File: config.mk
export PLATFORM = sky130hd
export DESIGN_NAME = mips_multicycle_cpu
export DESIGN_NICKNAME = d
export VERILOG_FILES = /design/src/rtl/mips_multicycle_cpu.sv
export SDC_FILE = /design/constraint.sdc
export NUM_CORES = 2
export LEC_CHECK = 0
export CORE_MARGIN = 5
export CORE_UTILIZATION = 35
export CTS_BUF_LIST = sky130_fd_sc_hd__clkbuf_2 sky130_fd_sc_hd__clkbuf_4 sky130_fd_sc_hd__clkbuf_8
export CTS_CLUSTER_DIAMETER = 100
export DETAILED_ROUTE_END_ITERATION = 12
export SLEW_MARGIN = 10
export SYNTH_ARGS = -nofsm -noshare
export SYNTH_HDL_FRONTEND = slang
export SYNTH_SLANG_ARGS = --single-unit
File: constraint.sdc
create_clock -name clk -period 5 [get_ports clk]
set_input_delay 0.5 -clock clk [delete_from_list [all_inputs] [get_ports clk]]
set_output_delay 0.5 -clock clk [all_outputs]
set_load 0.01 [all_outputs]
File: src/rtl/mips_multicycle_cpu.sv
// Multicycle MIPS-subset core. A single FSM steps each instruction through
// fetch/decode/execute/memory/writeback over one shared req/ready memory port.
// Register 2 (by default) is exposed as error_code. Halt status and the
// retired-instruction count are exposed for the harness.
module mips_multicycle_cpu #(
  parameter logic [31:0] RESET_PC   = 32'h0000_0000,
  parameter int unsigned ERR_REG    = 2,
  parameter int unsigned WAIT_LIMIT = 0,
  parameter int unsigned CNT_WIDTH  = 32
) (
  input  logic                 clk,
  input  logic                 reset,
  output logic                 mem_req,
  output logic                 mem_we,
  output logic [31:0]          mem_addr,
  output logic [31:0]          mem_wdata,
  input  logic [31:0]          mem_rdata,
  input  logic                 mem_ready,
  output logic [31:0]          error_code,
  output logic                 halted,
  output logic [1:0]           halt_cause,
  output logic [CNT_WIDTH-1:0] retired,
  output logic [2:0]           state_dbg
);

  typedef enum logic [2:0] {
    S_FETCH  = 3'd0,
    S_DECODE = 3'd1,
    S_EXEC   = 3'd2,
    S_MEM    = 3'd3,
    S_WB     = 3'd4,
    S_HALT   = 3'd5
  } state_t;

  localparam logic [5:0] OP_RTYPE = 6'h00;
  localparam logic [5:0] OP_J     = 6'h02;
  localparam logic [5:0] OP_JAL   = 6'h03;
  localparam logic [5:0] OP_BNE   = 6'h05;
  localparam logic [5:0] OP_XORI  = 6'h0E;
  localparam logic [5:0] OP_LW    = 6'h23;
  localparam logic [5:0] OP_SW    = 6'h2B;

  localparam logic [5:0] FN_JR    = 6'h08;
  localparam logic [5:0] FN_ADD   = 6'h20;
  localparam logic [5:0] FN_SUB   = 6'h22;
  localparam logic [5:0] FN_SLT   = 6'h2A;

  localparam logic [1:0] CAUSE_ILLEGAL = 2'd1;
  localparam logic [1:0] CAUSE_ALIGN   = 2'd2;
  localparam logic [1:0] CAUSE_TIMEOUT = 2'd3;

  localparam logic [4:0]  ERR_IDX  = 5'(ERR_REG);
  localparam logic [4:0]  LINK_IDX = 5'd31;
  localparam logic [31:0] WAIT_MAX = 32'(WAIT_LIMIT);

  // Architectural and sequencing state
  state_t               r_state;
  logic [31:0]          r_pc;
  logic [31:0]          r_ir;
  logic [31:0]          r_a;
  logic [31:0]          r_b;
  logic [31:0]          r_target;
  logic [31:0]          r_alu;
  logic [31:0]          r_addr;
  logic [31:0]          r_mdr;
  logic [31:0]          r_stall;
  logic [31:0]          r_err;
  logic [31:0]          r_regs [32];
  logic                 r_halted;
  logic [1:0]           r_cause;
  logic [CNT_WIDTH-1:0] r_retired;

  // Instruction fields and datapath wires
  logic [5:0]  w_op;
  logic [5:0]  w_funct;
  logic [4:0]  w_rs;
  logic [4:0]  w_rt;
  logic [4:0]  w_rd;
  logic [4:0]  w_dest;
  logic [15:0] w_imm;
  logic [25:0] w_imm26;
  logic [31:0] w_sext;
  logic [31:0] w_target;
  logic [31:0] w_addr;
  logic [31:0] w_alu;
  logic [31:0] w_wb_data;
  logic [31:0] w_stall_inc;
  logic        w_legal;
  logic        w_timeout;
  logic        w_in_access;

  assign w_op        = r_ir[31:26];
  assign w_rs        = r_ir[25:21];
  assign w_rt        = r_ir[20:16];
  assign w_rd        = r_ir[15:11];
  assign w_funct     = r_ir[5:0];
  assign w_imm       = r_ir[15:0];
  assign w_imm26     = r_ir[25:0];
  assign w_sext      = {{16{w_imm[15]}}, w_imm};
  assign w_target    = r_pc + {w_sext[29:0], 2'b00};
  assign w_addr      = r_a + w_sext;
  assign w_dest      = (w_op == OP_RTYPE) ? w_rd : w_rt;
  assign w_wb_data   = (w_op == OP_LW) ? r_mdr : r_alu;
  assign w_stall_inc = r_stall + 32'd1;
  assign w_timeout   = (WAIT_MAX != 32'd0) && (w_stall_inc >= WAIT_MAX);

  // Memory port: request is dropped immediately while reset is held
  assign w_in_access = (r_state == S_FETCH) || (r_state == S_MEM);
  assign mem_req     = w_in_access && !reset;
  assign mem_we      = mem_req && (r_state == S_MEM) && (w_op == OP_SW);
  assign mem_addr    = (r_state == S_MEM) ? r_addr : r_pc;
  assign mem_wdata   = r_b;

  assign error_code = r_err;
  assign halted     = r_halted;
  assign halt_cause = r_cause;
  assign retired    = r_retired;
  assign state_dbg  = r_state;

  // Opcode/funct legality check used in DECODE
  always_comb begin
    w_legal = 1'b0;
    case (w_op)
      OP_RTYPE: w_legal = (w_funct == FN_ADD) || (w_funct == FN_SUB) ||
                          (w_funct == FN_SLT) || (w_funct == FN_JR);
      OP_J, OP_JAL, OP_BNE, OP_XORI, OP_LW, OP_SW: w_legal = 1'b1;
      default: w_legal = 1'b0;
    endcase
  end

  // ALU: XORI uses a zero-extended immediate, SLT is a signed compare
  always_comb begin
    w_alu = r_a + r_b;
    if (w_op == OP_XORI) begin
      w_alu = r_a ^ {16'h0000, w_imm};
    end else if (w_funct == FN_SUB) begin
      w_alu = r_a - r_b;
    end else if (w_funct == FN_SLT) begin
      w_alu = {31'd0, ($signed(r_a) < $signed(r_b))};
    end
  end

  // Control FSM together with PC, IR, register file and status registers
  always_ff @(posedge clk) begin
    if (reset) begin
      r_state   <= S_FETCH;
      r_pc      <= RESET_PC;
      r_ir      <= '0;
      r_a       <= '0;
      r_b       <= '0;
      r_target  <= '0;
      r_alu     <= '0;
      r_addr    <= '0;
      r_mdr     <= '0;
      r_stall   <= '0;
      r_err     <= '0;
      r_halted  <= 1'b0;
      r_cause   <= 2'd0;
      r_retired <= '0;
      for (int i = 0; i < 32; i++) begin
        r_regs[i] <= '0;
      end
    end else begin
      r_err <= r_regs[ERR_IDX];
      case (r_state)
        S_FETCH: begin
          if (mem_ready) begin
            r_ir    <= mem_rdata;
            r_pc    <= r_pc + 32'd4;
            r_stall <= '0;
            r_state <= S_DECODE;
          end else if (w_timeout) begin
            r_halted <= 1'b1;
            r_cause  <= CAUSE_TIMEOUT;
            r_state  <= S_HALT;
          end else begin
            r_stall <= w_stall_inc;
          end
        end

        S_DECODE: begin
          r_a      <= r_regs[w_rs];
          r_b      <= r_regs[w_rt];
          r_target <= w_target;
          if (w_legal) begin
            r_state <= S_EXEC;
          end else begin
            r_halted <= 1'b1;
            r_cause  <= CAUSE_ILLEGAL;
            r_state  <= S_HALT;
          end
        end

        S_EXEC: begin
          case (w_op)
            OP_LW, OP_SW: begin
              r_addr <= w_addr;
              if (w_addr[1:0] != 2'b00) begin
                r_halted <= 1'b1;
                r_cause  <= CAUSE_ALIGN;
                r_state  <= S_HALT;
              end else begin
                r_state <= S_MEM;
              end
            end
            OP_BNE: begin
              if (r_a != r_b) begin
                r_pc <= r_target;
              end
              r_retired <= r_retired + CNT_WIDTH'(1);
              r_state   <= S_FETCH;
            end
            OP_J: begin
              r_pc      <= {r_pc[31:28], w_imm26, 2'b00};
              r_retired <= r_retired + CNT_WIDTH'(1);
              r_state   <= S_FETCH;
            end
            OP_JAL: begin
              r_pc             <= {r_pc[31:28], w_imm26, 2'b00};
              r_regs[LINK_IDX] <= r_pc;
              r_retired        <= r_retired + CNT_WIDTH'(1);
              r_state          <= S_FETCH;
            end
            OP_RTYPE: begin
              if (w_funct == FN_JR) begin
                r_pc      <= r_a;
                r_retired <= r_retired + CNT_WIDTH'(1);
                r_state   <= S_FETCH;
              end else begin
                r_alu   <= w_alu;
                r_state <= S_WB;
              end
            end
            default: begin
              r_alu   <= w_alu;
              r_state <= S_WB;
            end
          endcase
        end

        S_MEM: begin
          if (mem_ready) begin
            r_stall <= '0;
            if (w_op == OP_SW) begin
              r_retired <= r_retired + CNT_WIDTH'(1);
              r_state   <= S_FETCH;
            end else begin
              r_mdr   <= mem_rdata;
              r_state <= S_WB;
            end
          end else if (w_timeout) begin
            r_halted <= 1'b1;
            r_cause  <= CAUSE_TIMEOUT;
            r_state  <= S_HALT;
          end else begin
            r_stall <= w_stall_inc;
          end
        end

        S_WB: begin
          if (w_dest != 5'd0) begin
            r_regs[w_dest] <= w_wb_data;
          end
          r_retired <= r_retired + CNT_WIDTH'(1);
          r_state   <= S_FETCH;
        end

        S_HALT: begin
          r_state <= S_HALT;
        end

        default: begin
          r_state <= S_HALT;
        end
      endcase
    end
  end

endmodule

==> parameters.txt <==
Parameter                              Value

Layout
  Proportion of layout cells with a drive suffix above 1    between 20% and 30%
  Reg area    about 37000 sq um
  Cell Count, Final, Fillers Out    roughly 8700
  Number of nets at the end of the flow    roughly 6000
  Finished Core Util    40.35%
  Area Growth Syn to Fin    14.39%
  Layout filler cell count    18820
  Area taken by multi-input logic gates    32480 sq um

STA
  Final total negative setup slack    0 ns
  Hold slack final    roughly 0.11 ns
  Worst slew margin    13.98%
  Max-slew violation count    0
  Number of endpoints with negative hold slack in the final report    0
  Worst Clk Skew    0.08045 ns
  Post-route setup slack    approximately 0.69 ns
  Actual slew at the worst max-slew pin    1.274 ns
  Final setup vio count    0
  Fmax achieved    0.2321 GHz
  Share of the cycle needed by the critical path after routing    around 86%
  Unrepaired setup endpoints after global routing    false
  Post-layout minimum cycle time    4.309 ns

CTS
  Clock Pin Slew Worst Setup and Hold Paths    0.06 ns
  Clock latency on the worst-skew pair    1.02 ns
  Number of CTS-inserted buffers    218
  TritonCTS sink count    1350
  Deepest clock path buffer count    3
  Depth of the CTS H-tree    4
  Setup bufs post-CTS    0
  CTS root buffer    sky130_fd_sc_hd__clkbuf_8
  TritonCTS clock tree    built

Critical path
  Most prevalent standard cell on the critical path    sky130_fd_sc_hd__a21oi_1
  Worst Path Required    approximately 6 ns
  Slowest stage cell, crit path    sky130_fd_sc_hd__a211oi_1
  Type of the worst setup path    reg -> reg
  Biggest cell delay along the critical path    roughly 0.87 ns
  Crit path DAT    roughly 5.2 ns
  Family with the most delay on the worst path    compound AO/OA/AOI/OAI gates
  Crit Path Max Fanout    6
  Number of buffers and inverters on the critical path    1
  Critical path capture point type    register
  Worst-path cell chain    ha_1 > inv_1 > fa_1 > a21o_1 > a21oi_1 > o21ai_0 > a21oi_1 > o311ai_0 > a211oi_1 > o21bai_1 > nor4b_1 > a41oi_1 > a31oi_1
  Sort of element at the start of the critical path    register

Synth
  Async set-reset flop share out of synthesis    0%
  Ys flop type    sky130_fd_sc_hd__edfxtp_1
  Synthesized instance count    about 5800
  Ys Warns    0
  Number of synthesized flops with an enable pin    a little over 1000
  Per-instance average area after synthesis    12.38 sq um
  Distinct cell type count after synthesis    77
  Combined area of all synthesized cells    a little over 70000 sq um
  Post-synthesis register bit count    about 1400
  Post-synthesis sequential area ratio    between 50 and 60%

Floorplanning
  Number of standard-cell rows in the floorplan    ~170
  Floorplan die height    about 460 um
  Std-Cell Core Area    approximately 200000 sq um
  Total die area    213200 sq um
  Effective utilization at floorplan    between 30% and 40%
  Number of primary I/O pins    between 150 and 200
  Width of the die    about 460 um

Global route
  Remaining global-route overflow    0
  Wire length of the first global-routing pass    around 360 mm
  Largest net degree at the start of global routing    roughly 140
  GRT Util Overall    23.31%
  Vias in the first global route    between 50000 and 60000
  Initial antenna violation count    8

Power and ir drop
  PwrDens    between 300 and 400 nW/um^2
  Peak supply drop    around 0.23 mV
  Total leakage power    approximately 27 nW

Run
  Count of max-cap constraint violations    0

Min path
  Path category of the worst min-delay check    in -> reg

Route
  Starting DRC count in detailed routing    6406
  Pre-Repair DR Iteration Count    6
  Routed wire length    approximately 250 mm
  Number of antenna-violating nets in the routed design    0
  Drt drc    0
  Post-detailed-route wirelength per cell    approximately 29 um
  Vias per Instance    between 5 and 6
  Vias    between 50000 and 60000

Run status
  Result of the run    complete, no violations

Placement
  Worst-case setup slack after placement    between 0.7 and 0.8 ns
  Placed instance count    a little over 8000
  Final estimated routing congestion in global placement    0.9195
  # port buffers    170
  Detail Placement HPWL    164.0 mm
==> routing by layer <==
| layer | track usage (%) | up-vias | wire length [um] |
|---|---|---|---|
| met2 | 37.42 | 3226 | 119600 |
| met4 | 11.66 | 10 | 14090 |
| met5 | 0 | - | 57 |
| met3 | 4.621 | 582 | 24900 |
| met1 | 30.21 | 26400 | 94980 |
| li1 | - | 21880 | - |
==> sequential cells by signal (all words and copies together) (netlist names) <==
| name | cells |
|---|---|
| halted | 1 |
| r_alu | 32 |
| r_ir | 32 |
| r_target | 32 |
| r_mdr | 32 |
| r_addr | 32 |
| r_regs | 1024 |
| retired | 32 |
| halt_cause | 2 |
| mem_wdata | 32 |
| r_pc | 32 |
| r_a | 32 |
| state_dbg | 3 |
| error_code | 32 |
==> worst reg2reg max path, delay by kind of cell, from the launching register on <==
family | cells | cell delay (ns)
compound gates | 9 | 2.83
simple gates | 1 | 0.35
fa+ha+maj | 2 | 0.61
buf+inv | 1 | 0.06
flops | 1 | 0.40
==> cell usage in the layout, fill, tap and decap left out, types with 16 or more instances in the layout <==
| cell | instances |
|---|---|
| sky130_fd_sc_hd__or3_1 | 19 |
| sky130_fd_sc_hd__nor4_1 | 20 |
| sky130_fd_sc_hd__clkbuf_8 | 237 |
| sky130_fd_sc_hd__o211ai_1 | 22 |
| sky130_fd_sc_hd__o21ai_0 | 143 |
| sky130_fd_sc_hd__clkbuf_4 | 80 |
| sky130_fd_sc_hd__mux2i_4 | 32 |
| sky130_fd_sc_hd__ha_1 | 125 |
| sky130_fd_sc_hd__nand4_1 | 21 |
| sky130_fd_sc_hd__nand2_1 | 419 |
| sky130_fd_sc_hd__mux2_2 | 33 |
| sky130_fd_sc_hd__o21bai_1 | 17 |
| sky130_fd_sc_hd__xor2_1 | 38 |
| sky130_fd_sc_hd__mux2i_1 | 70 |
| sky130_fd_sc_hd__nand2b_1 | 17 |
| sky130_fd_sc_hd__clkinv_2 | 20 |
| sky130_fd_sc_hd__conb_1 | 32 |
| sky130_fd_sc_hd__buf_12 | 42 |
| sky130_fd_sc_hd__nor2_1 | 1200 |
| sky130_fd_sc_hd__nor2b_1 | 51 |
| sky130_fd_sc_hd__a21oi_1 | 265 |
| sky130_fd_sc_hd__o31ai_1 | 22 |
| sky130_fd_sc_hd__mux4_2 | 640 |
| sky130_fd_sc_hd__dfxtp_1 | 316 |
| sky130_fd_sc_hd__xnor2_1 | 73 |
| sky130_fd_sc_hd__a21o_1 | 40 |
| sky130_fd_sc_hd__a31oi_1 | 20 |
| sky130_fd_sc_hd__o21a_1 | 16 |
| sky130_fd_sc_hd__a222oi_1 | 25 |
| sky130_fd_sc_hd__edfxtp_1 | 1024 |
| sky130_fd_sc_hd__buf_4 | 143 |
| sky130_fd_sc_hd__clkdlybuf4s50_1 | 169 |
| sky130_fd_sc_hd__a211oi_1 | 98 |
| sky130_fd_sc_hd__inv_1 | 94 |
| sky130_fd_sc_hd__clkinv_1 | 41 |
| sky130_fd_sc_hd__a22oi_1 | 16 |
| sky130_fd_sc_hd__nor3_1 | 52 |
| sky130_fd_sc_hd__and3_1 | 22 |
| sky130_fd_sc_hd__nand3_1 | 71 |
| sky130_fd_sc_hd__nand2_2 | 29 |
==> area by class of cell <==
cell class	instances	share of cell area, %
multi-input combinational	3835	39.75
inverter	96	0.4410
tap	2672	4.091
clock buffer	317	4.727
antenna	3	0.009187
sequential	1350	45.66
timing repair buffer	357	4.456
clock inverter	83	0.8682
==> Yosys cell counts, types with 56 or more instances <==
cell,n,area [sq um]
sky130_fd_sc_hd__a21oi_1,265,1326
sky130_fd_sc_hd__buf_1,56,210.2
sky130_fd_sc_hd__inv_1,95,356.6
sky130_fd_sc_hd__nand2_1,448,1682
sky130_fd_sc_hd__mux4_2,640,14410
sky130_fd_sc_hd__o21ai_0,143,715.7
sky130_fd_sc_hd__edfxtp_1,1024,30750
sky130_fd_sc_hd__ha_1,125,1564
sky130_fd_sc_hd__dfxtp_1,326,6526
sky130_fd_sc_hd__xnor2_1,73,639.4
sky130_fd_sc_hd__mux2i_1,102,1021
sky130_fd_sc_hd__nor2_1,1203,4516
sky130_fd_sc_hd__a211oi_1,98,735.7
sky130_fd_sc_hd__clkbuf_1,461,1730
sky130_fd_sc_hd__nand3_1,73,365.4
==> power by group <==
group / switching [W] / total [W] / internal, W
logic: 0.00340 / 0.00575 / 0.00235
registers: 0.000517 / 0.0130 / 0.0125
clock network: 0.00480 / 0.0102 / 0.00537
total: 0.00872 / 0.0289 / 0.0202
==> repair_timing <==
item	CTS	global route
hold buffers	2	0
gates resized for setup	0	0
endpoints found under the setup margin	0	0
hold endpoints to repair	51	0
==> through the flow <==
| step | total power (W) | cell area, sq um |
|---|---|---|
| after global placement | 0.01887 | 77120 |
| after CTS | 0.02903 | 81710 |
| after global routing | 0.02993 | 81710 |
| after detailed placement | 0.01891 | 77120 |
| after floorplan | 0.01669 | 71550 |
| final | 0.02893 | 81720 |
==> final timing paths <==
path	start	to	slack [ns]	cells past startpoint
max	mem_wdata[0]	r_alu[28]	0.69	13
min	mem_rdata[26]	r_mdr[26]	0.11	3
max reg2reg	mem_wdata[0]	r_alu[28]	0.69	13
min reg2reg	r_addr[23]	r_addr[23]	0.45	2
==> logic make-up (layout without fill, tap and decap cells) <==
kind of cell / after synthesis / in the layout / share of synthesized area, %
compound gates: 792 / 792 / 7.143
xor+xnor: 111 / 111 / 1.361
fa+ha+maj: 129 / 129 / 2.301
buf+inv: 617 / 853 / 3.267
flops: 1350 / 1350 / 52.18
mux: 775 / 775 / 22.13
other cells: 1 / 35 / 0.005249
simple gates: 1996 / 1996 / 11.62
(Power assumes the default switching activity.)
